[src/rtl/hack_run_controller.sv]
// Run sequencer for the Hack Computer: pulses its reset, gates its run enable,
// counts executed cycles, detects the terminal jump loop and snapshots PC/A/D.
module hack_run_controller #(
  parameter int PC_W         = 16,
  parameter int DATA_W       = 16,
  parameter int CYCLE_W      = 32,
  parameter int RESET_CYCLES = 3,
  parameter int HALT_REPEAT  = 4,
  parameter int MAX_CYCLES   = 1800
) (
  input  logic               clock,
  input  logic               reset,
  input  logic               start,
  input  logic               stop,
  input  logic [PC_W-1:0]    pc,
  input  logic [DATA_W-1:0]  a_in,
  input  logic [DATA_W-1:0]  d_in,
  output logic               cpu_reset,
  output logic               cpu_run,
  output logic               busy,
  output logic               done,
  output logic [1:0]         status,
  output logic [CYCLE_W-1:0] cycles,
  output logic [PC_W-1:0]    final_pc,
  output logic [DATA_W-1:0]  final_a,
  output logic [DATA_W-1:0]  final_d
);

  localparam int SW = $clog2(HALT_REPEAT + 1);
  localparam int RW = (RESET_CYCLES > 1) ? $clog2(RESET_CYCLES) : 1;
  localparam logic [SW:0] HALT_LIM = (SW+1)'(HALT_REPEAT);

  typedef enum logic [1:0] {S_IDLE, S_RESET, S_RUN, S_DONE} state_t;

  state_t              state_q;
  logic [RW-1:0]       rcnt_q;
  logic [PC_W-1:0]     hist1_q, hist2_q;
  logic                h1v_q, h2v_q;
  logic [SW-1:0]       streak_q, streak_d;
  logic                cpu_reset_q, cpu_run_q, busy_q, done_q;
  logic [1:0]          status_q;
  logic [CYCLE_W-1:0]  cycles_q, cycles_d;
  logic [PC_W-1:0]     final_pc_q;
  logic [DATA_W-1:0]   final_a_q, final_d_q;
  logic [SW:0]         streak_inc;
  logic                hit, halt, tmo;

  // Termination is judged on the post-increment cycle count and streak.
  always_comb begin
    cycles_d   = (cycles_q == '1) ? cycles_q : cycles_q + CYCLE_W'(1);
    hit        = (h1v_q && (pc == hist1_q)) || (h2v_q && (pc == hist2_q));
    streak_inc = {1'b0, streak_q} + (SW+1)'(1);
    halt       = hit && (streak_inc >= HALT_LIM);
    streak_d   = hit ? streak_inc[SW-1:0] : '0;
    tmo        = (MAX_CYCLES != 0) && (cycles_d == CYCLE_W'(MAX_CYCLES));
  end

  always_ff @(posedge clock or negedge reset) begin
    if (!reset) begin
      state_q     <= S_IDLE;
      rcnt_q      <= '0;
      hist1_q     <= '0;
      hist2_q     <= '0;
      h1v_q       <= 1'b0;
      h2v_q       <= 1'b0;
      streak_q    <= '0;
      cpu_reset_q <= 1'b1;
      cpu_run_q   <= 1'b0;
      busy_q      <= 1'b0;
      done_q      <= 1'b0;
      status_q    <= 2'b00;
      cycles_q    <= '0;
      final_pc_q  <= '0;
      final_a_q   <= '0;
      final_d_q   <= '0;
    end else begin
      case (state_q)
        S_IDLE: begin
          done_q <= 1'b0;
          if (start) begin
            state_q  <= S_RESET;
            busy_q   <= 1'b1;
            cycles_q <= '0;
            status_q <= 2'b00;
            h1v_q    <= 1'b0;
            h2v_q    <= 1'b0;
            streak_q <= '0;
            rcnt_q   <= RW'(RESET_CYCLES - 1);
          end
        end
        S_RESET: begin
          if (rcnt_q == '0) begin
            state_q     <= S_RUN;
            cpu_reset_q <= 1'b0;
            cpu_run_q   <= 1'b1;
          end else begin
            rcnt_q <= rcnt_q - RW'(1);
          end
        end
        S_RUN: begin
          cycles_q <= cycles_d;
          streak_q <= streak_d;
          hist2_q  <= hist1_q;
          h2v_q    <= h1v_q;
          hist1_q  <= pc;
          h1v_q    <= 1'b1;
          if (stop || halt || tmo) begin
            status_q    <= stop ? 2'b11 : (halt ? 2'b01 : 2'b10);
            final_pc_q  <= pc;
            final_a_q   <= a_in;
            final_d_q   <= d_in;
            state_q     <= S_DONE;
            done_q      <= 1'b1;
            busy_q      <= 1'b0;
            cpu_run_q   <= 1'b0;
            cpu_reset_q <= 1'b1;
          end
        end
        S_DONE: begin
          done_q  <= 1'b0;
          state_q <= S_IDLE;
        end
        default: state_q <= S_IDLE;
      endcase
    end
  end

  assign cpu_reset = cpu_reset_q;
  assign cpu_run   = cpu_run_q;
  assign busy      = busy_q;
  assign done      = done_q;
  assign status    = status_q;
  assign cycles    = cycles_q;
  assign final_pc  = final_pc_q;
  assign final_a   = final_a_q;
  assign final_d   = final_d_q;

endmodule

[config.mk]
export PLATFORM = sky130hd
export DESIGN_NAME = hack_run_controller
export DESIGN_NICKNAME = d
export VERILOG_FILES = /design/src/rtl/hack_run_controller.sv
export SDC_FILE = /design/constraint.sdc
export NUM_CORES = 1
export LEC_CHECK = 0
export BUFFER_PORTS_ARGS = -buffer_cell sky130_fd_sc_hd__clkbuf_2
export CORE_ASPECT_RATIO = 1.4
export CORE_MARGIN = 3
export CORE_UTILIZATION = 32
export DETAILED_ROUTE_END_ITERATION = 7
export PLACE_DENSITY = 0.48
export SKIP_CTS_REPAIR_TIMING = 1
export SLEW_MARGIN = 30
export SYNTH_ARGS = -nofsm -noshare
export SYNTH_HDL_FRONTEND = slang
export SYNTH_SLANG_ARGS = --single-unit
export TNS_END_PERCENT = 100
[constraint.sdc]
create_clock -name clock -period 5 [get_ports clock]
set_clock_uncertainty 0.15 [all_clocks]
set_input_delay 1 -clock clock [delete_from_list [all_inputs] [get_ports clock]]
set_output_delay 1 -clock clock [all_outputs]
set_load 0.1 [all_outputs]
======== Word-level counts from Yosys, hierarchy flattened ========
Cells that the tools add are included.
cells by class
  add/sub/neg operators ................... 3
  $lt $le $gt $ge ......................... 1
  equality and inequality tests ........... 11
  multiplexer cells ....................... 30
  reductions and logical operators ........ 20
operators by type and width
  kind                   number
  $mux 32                2
  $pmux 32 s2            1
  $add 32x1->32 const B  1
  $eq 16x16->1           2
  $eq 32x11->1 const B   1
  $eq 32x32->1 const B   1
  $mux 2                 9
  $pmux 1 s2             6
  $reduce_and 3->1       4
  $ne 2x2->1 const B     4
  $pmux 2 s2             2
  $pmux 2 s4             1
  $reduce_bool 2->1      4
  $mux 1                 6
  $mux 3                 2
  $pmux 3 s2             1
  $reduce_and 2->1       3
  $add 3x1->4 const B    1
  $eq 2x2->1 const B     2
  $ge 4x3->1 const B     1
  $logic_not 2->1        2
  $logic_and 1x1->1      3
  $logic_or 1x1->1       3
  $eq 2x1->1 const B     1
  other kinds (2)        2
storage, ports and cells
  flip-flop bits (word level) ............. 127
  output and inout bits ................... 86
  logic and storage cells ................. 81

======== Depth between registers and ports, before layout ========
Gate-level depths: netlist (run 1).
  word-level depth ........................ 8
  gate-level depth with buffers ........... 13
  depth with buffers taken out ............ 10

======== Worst setup path before layout (run 1) ========
OpenSTA, ideal clock, no wires.
  kind .................................... reg-to-reg
  from .................................... register cycles_q[7] (netlist: cycles[7])
  to ...................................... register state_q[1]
  setup time .............................. 128 ps
  arrival ................................. 3,741 ps
  slack ................................... 982 ps
  stages on the path, launching flop included .. 11
  buffers on the path ..................... 1
  cell sequence ........................... dfrtp_1 > buf_2 > nand3_2 > or4_4 > nor4_4 > nand3_1 > a21oi_1 > a22oi_1 > or3b_1 > a211oi_2 > mux2_1
between the ends
  cells in the longest elaborated chain, start to end .. 6
  elaborated cells between the ends (all ways) .. 7
  those cells by class .................... add/sub: 1; eq/ne: 3; mux: 1; reduce/logical: 2
ends and longest elaborated chain
  what                                           line  RTL
  from (decl)                                    42    logic [CYCLE_W-1:0] cycles_q, cycles_d;
  from (signal assigned)                         101   cycles_q <= cycles_d;
  $add 32x1->32 or $eq 32x32->1 (tied branches)  50    cycles_d = (cycles_q == '1) ? cycles_q : cycles_q + CYCLE_W'(1);
  $mux 32 (*)                                    50
  $eq 32x11->1 (*)                               55    tmo = (MAX_CYCLES != 0) && (cycles_d == CYCLE_W'(MAX_CYCLES));
  $logic_or 1x1->1 (*)                           107   if (stop || halt || tmo) begin
  $ne 2x2->1 (no source line) (*)                -
  $reduce_and 3->1 (no source line) (*)          -
  to (signal assigned)                           60    state_q <= S_IDLE;
  to (signal assigned)                           112   state_q <= S_DONE;
  to (signal assigned)                           121   state_q <= S_IDLE;
  to (decl)                                      35    state_t state_q;
Every way passes the cells marked *; elsewhere a longest branch is shown, timed or not.
A chain may end at the register's enable or synchronous reset.

======== Worst setup path in the final report (run 1) ========
  from .................................... register cycles_q[25] (netlist: cycles[25])
  to ...................................... register state_q[1]
Same word-level chain as after synthesis.

==> results.ini, run 1 <==
[status]
status = finished, final reports clean

[logic_synthesis]
synth_area_sq_mm = 0.00677
synthMuxAreaShare_pct = 15.5
synthAdderAreaFrac_pct = 1.11
synth_top_family_by_area = simple AND/OR/NAND/NOR gates
synth_nets = 691
synth-compound-area-share_pct = 12.5
synth.avg_cell_area_sq_um = 10.7
yosysTopAreaCellShare_pct = 46.6
synthTopCellsByCount = dfrtp_1 (126), mux2_2 (63), nand2_1 (57), o21ai_0 (39), xor2_1 (34)
async_reset_ff_share_pct = 100
synth_seq_cells = 127
synth.most_common_cell = dfrtp_1
yosysSeqAreaShare_pct = 47.0
ys_types = 69
synth_simple_gate_area_share_pct = 15.8
synth_top_area_cell = dfrtp_1
synth_xor_area_share_pct = 5.18
syn-instance-count = 633
yosys_warnings = 0
synthTopCellsByArea = dfrtp_1 (47%), mux2_2 (10%), mux2_4 (4.4%)
ys.flop_type = dfrtp_1
synth_edf_count = 0

[cells_and_area]
syn_to_final_growth_pct = 23.5
finalInstanceArea_sq_mm = 0.00836
drive_gt1_share_pct = 35.9
nFillCells = 2085
num_antenna_cells = 0
finalNonFillerCells = 1034
nNetsFinal = 823
multiInputGateArea_sq_mm = 0.00340
seqCellArea_sq_mm = 0.00318

[power_and_ir_drop]
power.density_mw_per_mm2 = 768
p_leak_nw = 3.73
clock_power_share_pct = 21.1
power_switching_share_pct = 50.9
power_frac_comb_pct = 52.4
internal_power_w = 0.00315
ir_drop_uv = 514
seq_power_share_pct = 26.5
p_switching_w = 0.00327

[die]
coreArea_sq_mm = 0.0206
die_x_um = 129
start_util_pct = 32.8
dieArea_sq_mm = 0.0230
ios = 138
die_y_um = 178
rows = 62

[timing]
min_period_ns = 3.99
max-slew-margin-rel_pct = 54.1
finalSetupTns_ns = 0
max_freq_mhz = 250
rsz0062_at_grt = no
holdWs_ns = 0.324
finalHoldViolCount = 0
tightest_slew_ns = 0.686
finalCritPeriodShare_pct = 79.9
finalMaxSlewViolations = 0
setup_viol = 0

[drt]
dr.pass1.iters = 4
num_vias = 5566
wirelength_mm = 19.0
drc = 0
antenna_left = 0
drt_iter0_drc = 279
wire_per_inst_um = 18.4
routed_via_density = 5.38

[placement]
place_hpwl_mm = 13.8
port_buffers = 137
routabilityCongestion = 0.910
dp_cells = 1002
place_area_sq_mm = 0.00771

[setup_path]
cp-end-kind = flop
cp-start-kind = flop
r2r_start = cycles[25]$_DFFE_PN0P_
path_class = flop to flop
cp_max_fo = 9
worst_ep_arrival_time_ns = 4.14
crit_path_start = cycles[25]$_DFFE_PN0P_
critPathRequiredTime_ns = 5.15

[grt]
gr-total-overflow = 0
antenna_found_initial = 0
grt_max_degree = 67
grt_pass1_vias = 5877
grt_first_pass_wirelength_mm = 31.1
grt.total_usage_pct = 17.1

[worst_hold_path]
hold_path.class = flop to flop
min-delay-start = cpu_reset$_DFFE_PN1P_

[job]
cap_violations = 0

[clocking]
clk_pin_slew_ns = 0.06
clock_latency_ns = 0.42
numCtsBuffers = 17
cts_buffer_depth = 2
root_buffer = clkbuf_16
htreeDepth = 4
cts_tree = built
clock_sinks = 127

-- logic make-up (layout without fill, tap and decap cells) --
group | count (synthesis) | in the layout
AOI/OAI and AO/OA | 132 | 132
DFF | 127 | 127
buffers and inverters | 44 | 189
adders and majority gates | 6 | 6
xor gates and xnor gates | 40 | 40
muxes | 87 | 87
and+or+nand+nor | 197 | 197
-- final timing paths --
kind / cells after the start / slack, ns / to
max: 9 / 1.01 / state_q[1]$_DFFE_PN0P_
min: 2 / 0.32 / cpu_reset$_DFFE_PN1P_
max reg2reg: 9 / 1.01 / state_q[1]$_DFFE_PN0P_
min reg2reg: 2 / 0.32 / cpu_reset$_DFFE_PN1P_
max in group asynchronous: 2 / 3.39 / hist2_q[6]$_DFFE_PN0P_
min in group asynchronous: 1 / 0.43 / cycles[10]$_DFFE_PN0P_
-- flip-flops by register name, indices dropped and copies added, names as in the netlist, 2 cells and up --
register and cells:
final_a 16, state_q 2, final_pc 16, hist1_q 16, hist2_q 16, rcnt_q 2, cycles 32, final_d 16
streak_q 3, status 2
-- area by class of cell --
| class | instances | area share (%) |
|---|---|---|
| multi-input cells | 462 | 40.7 |
| flip-flops and latches | 127 | 38.0 |
| repair buffers | 146 | 9.24 |
| clock buffers | 18 | 5.25 |
| well taps | 256 | 3.83 |
| clock inverters | 14 | 2.44 |
| inverters | 11 | 0.494 |
-- critical path, stage by stage (launching register included) --
cell	delay [ns]
dfrtp_1	0.52
nand4_1	0.26
nor3_1	0.61
and3_1	0.53
a21oi_1	0.07
o32ai_1	0.38
nand3_1	0.23
or3b_1	0.49
a211oi_2	0.27
mux2_1	0.35
-- power by group through the flow --
stage          registers (W)  clock network (W)  logic (W)
3_5_place_dp         0.00172                  0    0.00339
3_3_place_gp         0.00170                  0    0.00336
6_report             0.00170            0.00136    0.00336
5_1_grt              0.00176            0.00144    0.00354
2_1_floorplan        0.00335                  0    0.00112
4_1_cts              0.00171            0.00139    0.00340
-- per-stage QoR --
stage	worst slack (ns)	total power (W)	util (%)
6_report	1.01	0.00642	40.5
5_1_grt	0.803	0.00674	40.5
4_1_cts	1.05	0.00650	40.5
3_5_place_dp	1.08	0.00511	37.4
3_3_place_gp	1.06	0.00506	37.4
2_1_floorplan	0.982	0.00447	-
-- metal layers --
metal	up-vias	GRT usage, %	part of all wire, %
met2	179	29.8	53
li1	2592	-	-
met3	45	3.33	5.3
met5	-	0	0
met1	2750	20.1	38
met4	0	8.06	3.4
-- cell usage in the layout (no fill, tap or decap), types with 5 or more instances in the layout --
cell type	n
buf_4	8
nand2_1	57
dfrtp_1	126
and3_1	7
xnor2_1	6
ha_1	5
mux2_4	20
xor2_1	34
a31oi_1	9
clkbuf_16	17
a21oi_1	28
nor4_1	11
mux2_2	63
nand3_1	26
inv_1	11
and4_1	5
nor2_1	28
clkbuf_2	136
a22o_1	5
nor3_1	12
o31ai_1	12
nand4_1	19
o21ai_0	39
or3_1	7
Power figures use the tool's default switching activity.
==> inputs of run 2 (changes only) <==
Clock period 5 ns to 3.72 ns, I/O delays scaled along.
==> run 2 against run 1 <==
Net effect: sequential share of layout area shrank 0.69 points; critical path depth grew 1; largest cell class unchanged; flip-flop and latch count is the same; sequential power grew 35%; utilization grew 1.1 points; non-clock buffer count grew 30; highest routed layer unchanged; global-route usage grew 0.082 points; first-iteration DRC count grew 36%.
==> results.ini, run 2 (same netlist as run 1, synthesis figures left out) <==
[status]
status = finished, final reports clean

[cells_and_area]
num_antenna_cells = 0  ; unchanged
nFillCells = 2067  ; -0.86%
fin_util_pct = 41.6  ; +1.1 points
final_cell_mix = clkbuf_2 (136), dfrtp_1 (103), mux2_2 (63)
syn_to_final_growth_pct = 26.9
largest_register_ffs = 32  ; unchanged
drive_gt1_share_pct = 41.2  ; +5.4 points
final_common_cell = clkbuf_2
nNetsFinal = 853  ; +3.6%

[drt]
num_vias = 5700  ; +2.4%
routed_via_density = 5.36  ; -0.48%
wirelength_mm = 19.3  ; +1.4%
drt_iter0_drc = 380  ; +36%
wire_per_inst_um = 18.1  ; -1.4%
drc = 0  ; unchanged
dr.pass1.iters = 5  ; +1
antenna_left = 0  ; unchanged

[setup_path]
crit_path_start = cycles[9]$_DFFE_PN0P_
cp_max_fo = 6  ; -3
timing.rr.end = state_q[1]$_DFFE_PN0P_
worst_ep_arrival_time_ns = 3.63  ; -0.51 ns
cp-end-kind = flop
path_class = flop to flop
rr_worst_depth = 10  ; +1
critPathRequiredTime_ns = 3.86  ; -1.29 ns
crit_end = state_q[1]$_DFFE_PN0P_
r2r_start = cycles[9]$_DFFE_PN0P_
r2r_slack_ns = 0.23  ; -0.78 ns
cp-start-kind = flop

[clocking]
numCtsBuffers = 17  ; unchanged
clk_pin_slew_ns = 0.06  ; about the same
clock_sinks = 127  ; unchanged
cts_buffer_depth = 2  ; unchanged
cts_tree = built
clock_latency_ns = 0.42  ; about the same
root_buffer = clkbuf_16
htreeDepth = 4  ; unchanged

[grt]
antenna_found_initial = 0  ; unchanged
grt_pass1_vias = 5973  ; +1.6%
gr-total-overflow = 0  ; unchanged
grt_first_pass_wirelength_mm = 30.8  ; -0.91%
grt.total_usage_pct = 17.2  ; +0.082 points
grt_max_degree = 60  ; -10%

[timing]
finalCritPeriodShare_pct = 93.9  ; +14 points
setup_viol = 0  ; unchanged
tightest_slew_ns = 0.852  ; +0.167 ns
max-slew-margin-rel_pct = 43.2  ; -11 points
finalSetupTns_ns = 0  ; unchanged
min_period_ns = 3.49  ; -0.502 ns
finalHoldViolCount = 0  ; unchanged
rsz0062_at_grt = no
max_freq_mhz = 286  ; +14%
finalMaxSlewViolations = 0  ; unchanged

[worst_hold_path]
hold_path.class = input pin to asynchronous set/reset pin

[die]
rows = 62  ; unchanged
dieArea_sq_mm = 0.0230  ; unchanged
die_x_um = 129  ; unchanged
die_y_um = 178  ; unchanged
coreArea_sq_mm = 0.0206  ; unchanged
start_util_pct = 32.8  ; unchanged
ios = 138  ; unchanged

[placement]
routabilityCongestion = 0.942  ; +3.6%
place_hpwl_mm = 14.2  ; +2.6%
port_buffers = 137  ; unchanged

[power_and_ir_drop]
ir_drop_uv = 642  ; +25%
power.density_mw_per_mm2 = 985  ; +28%
p_leak_nw = 3.85  ; +3.3%

[job]
cap_violations = 0  ; unchanged

## run 2: changes by cell type in the layout (fill, tap and decap cells not counted), moves of 2 or more
cell / before / now
dfrtp_1: 126 / 103
buf_12: 1 / 3
buf_4: 8 / 37
dfrtp_2: 0 / 23
nor4_2: 3 / 1
bufinv_16: 4 / 1
nor4_4: 2 / 4
inv_6: 4 / 7
## run 2: worst min path at each step
stage / from / to / depth (start not counted)
finish: reset / cycles[24]$_DFFE_PN0P_ / 1
detailed placement: cpu_reset$_DFFE_PN1P_ / cpu_reset$_DFFE_PN1P_ / 2
global placement: cpu_reset$_DFFE_PN1P_ / cpu_reset$_DFFE_PN1P_ / 2
CTS: reset / cycles[24]$_DFFE_PN0P_ / 1
floorplan: reset / busy$_DFFE_PN0P_ / 0
global route: reset / cycles[25]$_DFFE_PN0P_ / 1
## run 2: through the flow
stage	hold slack, ns	instance area, sq um	std cells	power, W	setup slack, ns
global placement	0.315	7980	1031	0.00682	0.103
finish	0.201	8590	1064	0.00846	0.229
floorplan	0.298	6800	633	0.00601	-0.0304
global route	0.235	8590	1064	0.00890	0.0212
CTS	0.210	8550	1063	0.00858	0.0551
detailed placement	0.324	7980	1031	0.00691	0.0946
## run 2: layout make-up
cell class,count,area (sq um),share of cell area (%)
multi-input combinational,462,3430,39.9
sequential,127,3210,37.3
timing repair buffer,176,1020,11.9
clock buffer,17,425,4.95
tap,256,320,3.73
clock inverter,15,150,1.75
inverter,11,41.3,0.481
## run 2: worst max-delay path, cell delays in order, from the launching register on
cell,delay [ns]
dfrtp_2,0.45
nand3_2,0.15
buf_4,0.20
or2_2,0.32
or3_1,0.41
xor2_1,0.22
nand4_1,0.14
nor4_2,0.29
or3b_1,0.44
a211oi_2,0.25
mux2_1,0.36
## run 2: report_power, final
| part | total (W) | switching, W | leakage, nW | internal, W |
|---|---|---|---|---|
| combinational | 0.00455 | 0.00337 | 2.05 | 0.00119 |
| clock | 0.00162 | 0.000683 | 0.279 | 0.000938 |
| sequential | 0.00229 | 0.000360 | 1.53 | 0.00193 |
| total | 0.00846 | 0.00441 | 3.85 | 0.00405 |
## run 2: per-layer routing
metal,global-route usage (%),vias up,share of wire [%]
met1,19.6,2811,39
met4,7.88,0,3.4
li1,-,2653,-
met5,0,-,0
met2,30.3,188,52
met3,3.98,48,5.3
